[config.mk]
export PLATFORM = sky130hd
export DESIGN_NAME = clk_div_ctrl
export DESIGN_NICKNAME = d
export VERILOG_FILES = /design/src/rtl/clk_div_ctrl.sv
export SDC_FILE = /design/constraint.sdc
export NUM_CORES = 1
export LEC_CHECK = 0
export ABC_AREA = 0
export CORE_MARGIN = 2
export CORE_UTILIZATION = 35
export DETAILED_ROUTE_END_ITERATION = 10
export MAX_ROUTING_LAYER = met4
export PLACE_DENSITY = 0.5
export SLEW_MARGIN = 10
export SYNTH_ARGS = -nofsm -noshare
export SYNTH_HDL_FRONTEND = slang
export SYNTH_SLANG_ARGS = --single-unit
[constraint.sdc]
create_clock -name clock_in -period 9.1 [get_ports clock_in]
set_input_delay 1.365 -clock clock_in [delete_from_list [all_inputs] [get_ports clock_in]]
set_output_delay 1.365 -clock clock_in [all_outputs]
set_load 0.005 [all_outputs]
[src/rtl/clk_div_ctrl.sv]
// Programmable clock divider with a handshaked divisor update that is deferred to the period boundary.
// Build option: define CLK_DIV_CTRL_CLAMP_EN to clamp divisors below 2 instead of rejecting them with err.
module clk_div_ctrl #(
  parameter int               WIDTH       = 28,
  parameter logic [WIDTH-1:0] DEFAULT_DIV = 28'd2
) (
  input  logic             clock_in,
  input  logic             reset,
  input  logic             enable,
  input  logic [WIDTH-1:0] div_in,
  input  logic             div_valid,
  output logic             div_ready,
  output logic             clock_out,
  output logic             tick,
  output logic [WIDTH-1:0] div_active,
  output logic             err
);

  typedef enum logic [1:0] {IDLE, RUN, PEND} state_t;

  localparam logic [WIDTH-1:0] MIN_DIV = WIDTH'(2);
  localparam logic [WIDTH-1:0] ONE     = WIDTH'(1);

  state_t           state, state_nxt;
  logic [WIDTH-1:0] counter, counter_nxt;
  logic [WIDTH-1:0] div_pending, pending_nxt;
  logic [WIDTH-1:0] active_nxt;
  logic [WIDTH-1:0] div_req;
  logic             clock_nxt, tick_nxt, err_nxt;
  logic             xfer, req_ok, wrap;

  function automatic logic [WIDTH-1:0] clamp_div(input logic [WIDTH-1:0] d);
    return (d < MIN_DIV) ? MIN_DIV : d;
  endfunction

  always_ff @(posedge clock_in or posedge reset) begin
    if (reset) begin
      state       <= IDLE;
      counter     <= '0;
      div_active  <= DEFAULT_DIV;
      div_pending <= DEFAULT_DIV;
      clock_out   <= 1'b0;
      tick        <= 1'b0;
      err         <= 1'b0;
    end else begin
      state       <= state_nxt;
      counter     <= counter_nxt;
      div_active  <= active_nxt;
      div_pending <= pending_nxt;
      clock_out   <= clock_nxt;
      tick        <= tick_nxt;
      err         <= err_nxt;
    end
  end

  always_comb begin
    // Dropping enable in RUN/PEND masks the handshake so no divisor is lost on the way to IDLE.
    div_ready = (state == IDLE) || ((state == RUN) && enable);
    xfer      = div_valid && div_ready;
`ifdef CLK_DIV_CTRL_CLAMP_EN
    div_req   = clamp_div(div_in);
    req_ok    = 1'b1;
`else
    div_req   = div_in;
    req_ok    = (clamp_div(div_in) == div_in);
`endif
    wrap        = (counter == div_active - ONE);
    state_nxt   = state;
    counter_nxt = counter;
    active_nxt  = div_active;
    pending_nxt = div_pending;
    clock_nxt   = 1'b0;
    tick_nxt    = 1'b0;
    err_nxt     = xfer && !req_ok;

    case (state)
      IDLE: begin
        counter_nxt = '0;
        if (xfer && req_ok) begin
          active_nxt  = div_req;
          pending_nxt = div_req;
        end
        if (enable) state_nxt = RUN;
      end
      RUN, PEND: begin
        if (!enable) begin
          state_nxt   = IDLE;
          counter_nxt = '0;
          if (state == PEND) active_nxt = div_pending;
        end else begin
          clock_nxt   = (counter < (div_active >> 1));
          tick_nxt    = wrap;
          counter_nxt = wrap ? '0 : counter + ONE;
          // A divisor accepted on the wrap cycle still waits for the following wrap.
          if ((state == RUN) && xfer && req_ok) begin
            pending_nxt = div_req;
            state_nxt   = PEND;
          end else if ((state == PEND) && wrap) begin
            active_nxt = div_pending;
            state_nxt  = RUN;
          end
        end
      end
      default: state_nxt = IDLE;
    endcase
  end

endmodule

==> results by group, run 1 <==
STA
  – Clock Skew: 0.008258 ns
  – FMAX: between 0.2 and 0.25 GHz
  – Final Setup Violations: 0
  – Worst slew pin tran: 1.194 ns
  – Rel. slew slack: 0.2039
  – Minimum clock period: 4.724 ns
  – Setup_tns: 0 ns
  – Final hold violations: 0
  – Final period utilization: 0.5191
  – Unrepaired setup endpoints after global routing: no
  – Max-slew violations: 0

Global routing
  – Largest net degree at the start of global routing: 76
  – Vias in the first global route: 5883
  – Initial antenna violation count: 0
  – Total congestion overflow: 0
  – First-pass GRT wire length: 31.71 mm
  – Global-route usage over all layers: 0.2052

CTS
  – Depth of the CTS H-tree: 3
  – Clock Path Buffers: 2
  – Sink Count: slightly below 90
  – Root buf cell: clkbuf_16
  – Worst-Skew Late Latency: ~0.36 ns
  – CTS Buf Count: 9
  – CTS Hold Bufs: 0
  – Post-CTS Setup Inserts: 0
  – CTS tree: yes
  – CTS clk-pin slew, worst paths: 0.07 ns
  – PostCTS Resize Cnt: 0

Floorplan
  – Core area: 0.01871 mm²
  – Die Y: 142.3 µm
  – IO Pins: 64
  – Die Wd: 142.3 µm
  – Initial Util: 0.3577
  – Count of standard-cell rows: 50
  – Die area: 0.02024 mm²

Worst setup path
  – Slowest-stage cell, CP: nand2b_1
  – Critical path class: in -> reg
  – CP Launch Type: input pin
  – Critical Path AT: 4.98 ns
  – Required @ worst endpoint: 9.35 ns
  – Crit-path max FO: 32
  – Crit. End Element: register
  – CP max stage delay: 0.98 ns
  – Worst-path cell chain: clkdlybuf4s50_1 > nor4_1 > nand4_1 > o21ai_0 > mux2_2 > nand2b_1 > nor2_1 > a211oi_1

Synthesis
  – Syn nets: 819
  – Gate Count Post-Synth: 755
  – YS warnings: 0
  – EDFF count, synth: 0
  – FFs w/ async S/R, synth: 1.000
  – Share of the yosys chip area belonging to registers: 0.3332
  – Netlist cell types: 64
  – Main flop type after synthesis: dfrtp_1
  – Synthesized area: between 0.006 and 0.007 mm²
  – Share of the synthesized area in the top cell type: 0.3254
  – Synth Area per Inst: 8.863 µm²
  – Yosys top cell by area: dfrtp_1
  – FF+latch count, synth: 89
  – Area contributors post-synth: dfrtp_1, ha_1, mux2_2

Place
  – Placed cells: between 1000 and 1500
  – PortBufs: 63
  – Final GP Congestion: 0.8536
  – DP Wirelength: 14.22 mm

Drt
  – TritonRoute pass-1 iters: 5
  – Antenna-violating nets left: 0
  – Final wirelength: just under 20 mm
  – DR WL/cell: 19.28 µm
  – Avg Vias per Cell: ~5.8
  – DR vias: 5947
  – DR iter-0 viols: 308
  – DRC violation count after routing: 0

Pwr
  – Flop pwr share: 0.320
  – Tot Pwr: about 2.5 mW
  – Cell area power density: 318.2 mW/mm²
  – Pint: 1.377 mW
  – Leak: between 3 and 4 nW
  – Worst VDD drop: about 0.00015 V
  – Switching Power: ~1.1 mW
  – Clock power frac: 0.165
  – Comb pwr share: 0.515
  – Switching share of power: 0.4425

Status
  – Status: finished, final reports clean

Layout
  – N_diodes: 0
  – Area Growth Syn to Fin: 15.99%
  – Final cell count without fillers: 1021
  – Layout cells sized above 1: 0.1004
  – Nets@finish: 846

Run
  – Max Cap Viol: 0

Hold path
  – Worst Hold Class: reg -> reg
-- cell type report --
class                   count  area [µm²]
fillers                  1828       10940
flip-flops and latches     89        2230
clock inverters             7       95.09
multi-input cells         571        4080
clock buffers               9       225.2
repair buffers             70       683.2
well taps                 234       292.8
inverters                  41       155.1
-- cells in the final DEF, fill, tap and decap left out, types with 7 or more instances in the layout --
cell type / count
inv_1: 40
dfrtp_1: 87
or4_1: 7
buf_4: 7
or3_1: 37
nand2_1: 27
nand3_1: 17
mux2_2: 29
nand4_1: 17
o221ai_1: 29
o211ai_1: 7
nor3_1: 43
nand2b_1: 8
a21o_1: 42
nor4_1: 15
o21ai_0: 14
clkdlybuf4s50_1: 63
nor2_1: 68
a21oi_1: 12
xor2_1: 30
a211oi_1: 30
clkbuf_16: 9
and4_1: 7
xnor2_1: 24
ha_1: 32
-- metrics by stage --
step                hold slack (ns)    util  setup slack, ns  area, µm²
detailed placement           0.4975  0.3978            3.930       7441
global placement             0.4907  0.3978            4.031       7441
global route                 0.5310  0.4149            4.005       7761
floorplan                    0.4827       -            5.431       6691
finish                       0.5120  0.4149            4.376       7761
CTS                          0.5142  0.4149            4.288       7761
-- layer usage --
layer,GRT usage,vias to the layer above,share of wire
met5,-,-,0
met4,0.07158,0,0.023
met3,0.01851,23,0.036
met2,0.3410,166,0.49
met1,0.2631,2908,0.46
li1,-,2850,-
-- registers in the layout, summed over array words and instances (netlist names) --
| signal | cells |
|---|---|
| tick | 1 |
| err | 1 |
| state | 2 |
| counter | 28 |
| div_active | 28 |
| div_pending | 28 |
| clock_out | 1 |
-- Yosys cell counts, types with 3 or more instances --
| cell type | instances |
|---|---|
| o221ai_1 | 29 |
| a2111oi_0 | 3 |
| nor2_2 | 5 |
| buf_1 | 3 |
| nor4_1 | 15 |
| buf_2 | 10 |
| a211oi_1 | 30 |
| and4_1 | 7 |
| nand2b_1 | 8 |
| nand2_1 | 27 |
| o211ai_1 | 7 |
| a21o_1 | 42 |
| o21ai_0 | 14 |
| or2_2 | 5 |
| or3_1 | 37 |
| buf_6 | 3 |
| nand3_1 | 17 |
| clkbuf_1 | 37 |
| xnor2_1 | 24 |
| nor3b_1 | 4 |
| dfrtp_1 | 87 |
| a31oi_1 | 4 |
| and2_1 | 4 |
| or4_1 | 7 |
| a21oi_1 | 14 |
| nor4b_1 | 4 |
| ha_1 | 32 |
| nand4_1 | 17 |
| nor3_1 | 43 |
| inv_1 | 41 |
| xor2_1 | 30 |
| nor2b_1 | 4 |
| nor2_1 | 68 |
| mux2_2 | 29 |
| o2111ai_1 | 3 |
| nand4b_1 | 3 |
-- path summary, 6_finish.rpt --
| check | start | to | slack [ns] | cells past startpoint |
|---|---|---|---|---|
| worst max-delay path | div_in[17] | div_active[8] | 4.38 | 8 |
| worst min-delay path | div_pending[8] | div_pending[8] | 0.51 | 1 |
| worst max register to register | div_active[0] | counter[4] | 4.50 | 10 |
| worst min register to register | div_pending[8] | div_pending[8] | 0.51 | 1 |
| max in group asynchronous | reset | clock_out | 6.55 | 3 |
| min in group asynchronous | reset | div_pending[7] | 1.26 | 2 |
-- power groups by stage --
stage / Clock [mW] / Combinational (mW) / Sequential, mW
after CTS: 0.419 / 1.28 / 0.788
after detailed placement: 0 / 1.27 / 0.796
final: 0.408 / 1.27 / 0.790
after global routing: 0.434 / 1.41 / 0.819
after floorplan: 0 / 0.976 / 0.658
after global placement: 0 / 1.25 / 0.788
-- cells by family after synthesis --
family	share of synthesized area
AOI/OAI and AO/OA	0.1861
xor gates and xnor gates	0.07068
buffers and inverters	0.05909
and+or+nand+nor	0.2375
adders and majority gates	0.05983
muxes	0.05366
DFF	0.3332
-- worst max-delay path, delay by kind of cell --
kind	cells	cell delay [ns]
buf+inv	1	0.54
compound gates	2	0.69
simple gates	4	1.79
mux	1	0.58
Note: power is estimated with default switching activity, not from simulation.
==> run 2, diff against run 1 <==
clock period = 4.86 ns   (was 9.1 ns; I/O delays follow)
==> run 2 against run 1 <==
Core utilization increased by 0.24 points; power increased by 90%; via count up 0.96%; final cell count is 0.59% higher; sequential power is 85% higher; combinational power grew 93%; setup slack worse by 3.7 ns; clock skew increased by 0.0036 ns; first-iteration DRC count increased by 42%; critical path depth is the same; clock power up 89%.
==> results by group, run 2 (synthesized netlist as in run 1, its figures left out) <==
Place
  – Pre-CTS setup slack: 0.6414 ns (-3.288 ns)
  – PortBufs: 63 (unchanged)
  – Final GP Congestion: 0.9013 (+5.6%)
  – DP Wirelength: 14.41 mm (+1.4%)

Drt
  – DR iter-0 viols: 437 (+42%)
  – DR vias: 6004 (+0.96%)
  – DRC violation count after routing: 0 (unchanged)
  – Avg Vias per Cell: 5.846 (+0.37%)
  – Final wirelength: 20.40 mm (+3.6%)
  – Antenna-violating nets left: 0 (unchanged)
  – TritonRoute pass-1 iters: 5 (unchanged)
  – DR WL/cell: 19.86 µm (+3.0%)

Hold path
  – Hold path start: div_pending[10]
  – Worst Hold Class: reg -> reg

CTS
  – Worst-Skew Late Latency: 0.36 ns (about the same)
  – Post-CTS Setup Inserts: 0 (unchanged)
  – Sink Count: 89 (unchanged)
  – CTS Hold Bufs: 0 (unchanged)
  – Root buf cell: clkbuf_16
  – PostCTS Resize Cnt: 0 (unchanged)
  – Clock Path Buffers: 2 (unchanged)
  – CTS Buf Count: 9 (unchanged)
  – CTS clk-pin slew, worst paths: 0.08 ns (about the same)
  – CTS tree: yes
  – Depth of the CTS H-tree: 3 (unchanged)

Worst setup path
  – Crit. End Element: register
  – Critical Path AT: 4.43 ns (-0.55 ns)
  – Critical path class: reg -> reg
  – R2R depth: 8 (-2)
  – Crit-path max FO: 23 (-28%)
  – Required @ worst endpoint: 5.07 ns (-4.28 ns)
  – FF-to-FF setup slack: 0.64 ns (-3.86 ns)
  – Slowest-stage cell, CP: or4_1
  – RR Endpoint: counter[22]
  – CP Launch Point: div_active[4]
  – Crit path top cell by count: or4_1
  – Reg-to-reg critical path startpoint: div_active[4]
  – CP max stage delay: 0.71 ns (-0.27 ns)
  – Worst-path cell chain: nor3_4 > nand4_2 > or3_1 > a2111o_1 > or4_1 > or4_1 > a21oi_4 > nor2_1
  – Worst Setup EP: counter[22]
  – CP Launch Type: register

Status
  – Status: finished, final reports clean

Floorplan
  – Die area: 0.02024 mm² (unchanged)
  – Count of standard-cell rows: 50 (unchanged)
  – IO Pins: 64 (unchanged)
  – Initial Util: 0.3577 (unchanged)
  – Die Y: 142.3 µm (unchanged)
  – Core area: 0.01871 mm² (unchanged)
  – Die Wd: 142.3 µm (unchanged)

STA
  – Clock Skew: 0.01188 ns (+0.003626 ns)
  – Rel. slew slack: 0.2968 (+0.09286)
  – Final Setup Violations: 0 (unchanged)
  – Unrepaired setup endpoints after global routing: no
  – Final hold violations: 0 (unchanged)
  – Max-slew violations: 0 (unchanged)
  – FMAX: 0.2371 GHz
  – Final period utilization: 0.8677
  – Worst slew pin tran: 1.055 ns (-0.1393 ns)
  – Setup_tns: 0 ns (unchanged)
  – Post-route worst setup slack: 0.6428 ns (-3.733 ns)
  – Minimum clock period: 4.217 ns

Layout
  – Biggest regs: counter (28), div_active (28), div_pending (28)
  – Area Growth Syn to Fin: 16.66%
  – N_diodes: 0 (unchanged)
  – Most frequent cells in the layout: dfrtp_1, nor2_1, clkdlybuf4s50_1, nor3_1, a21o_1
  – Layout cells sized above 1: 0.1072 (+0.006807)
  – Nets@finish: 852 (+0.71%)
  – Commonest non-fill, non-tap cell in the layout: dfrtp_1

Pwr
  – Cell area power density: 600.5 mW/mm² (+89%)
  – Worst VDD drop: 0.0003169 V (+110%)
  – Leak: 3.168 nW (+0.87%)

Global routing
  – Global-route usage over all layers: 0.2127 (+0.007528)
  – First-pass GRT wire length: 32.27 mm (+1.8%)
  – Largest net degree at the start of global routing: 57 (-25%)
  – Total congestion overflow: 0 (unchanged)
  – Vias in the first global route: 5685 (-3.4%)
  – Initial antenna violation count: 0 (unchanged)

Run
  – Max Cap Viol: 0 (unchanged)
==> run 2: cell types whose count changed in the layout (fill, tap and decap cells not counted) <==
| cell | change |
|---|---|
| buf_4 | +6 |
==> run 2: report_power, final <==
group          internal (mW)  switching (mW)  leakage, nW
sequential              1.02           0.444         1.11
combinational           1.17            1.29         1.90
clock                  0.416           0.357        0.157
==> run 2: final cells by class <==
cell class	count	area [µm²]
Tap cell	234	292.8
Sequential cell	89	2230
Fill cell	1821	10900
Clock inverter	7	95.09
Timing Repair Buffer	76	728.2
Clock buffer	9	225.2
Inverter	41	155.1
Multi-Input combinational cell	571	4080
==> run 2: through the flow <==
stage                     instances  utilization  hold slack, ns  area [µm²]  power [mW]
after floorplan                 755            -          0.4827        6691       3.061
after detailed placement       1011       0.4002          0.4977        7486       3.903
after global routing           1027       0.4173          0.5278        7806       5.046
final                          1027       0.4173          0.5125        7806       4.687
after CTS                      1027       0.4173          0.5145        7806       4.703
after global placement         1011       0.4002          0.4910        7486       3.868
==> run 2: critical path: cells and delay by family (launching register included) <==
kind,cells,cell delay [ns]
flops,1,0.49
compound gates,2,1.05
simple gates,6,2.50
==> run 2: worst min-delay path by stage <==
stage               cells after the start  slack (ns)              end
floorplan                               1        0.48  div_pending[20]
global placement                        1        0.49  div_pending[21]
detailed placement                      1        0.50  div_pending[10]
CTS                                     1        0.51  div_pending[10]
global route                            1        0.53   div_pending[9]
finish                                  1        0.51  div_pending[10]
==> run 2: per-layer routing <==
| layer | global-route usage | share of wire | up-vias | wire [µm] |
|---|---|---|---|---|
| li1 | - | - | 2876 | - |
| met1 | 0.2835 | 0.47 | 2918 | 9547 |
| met2 | 0.3333 | 0.47 | 177 | 9538 |
| met3 | 0.02557 | 0.041 | 33 | 846 |
| met4 | 0.07895 | 0.023 | 0 | 464 |
| met5 | - | 0 | - | 0 |
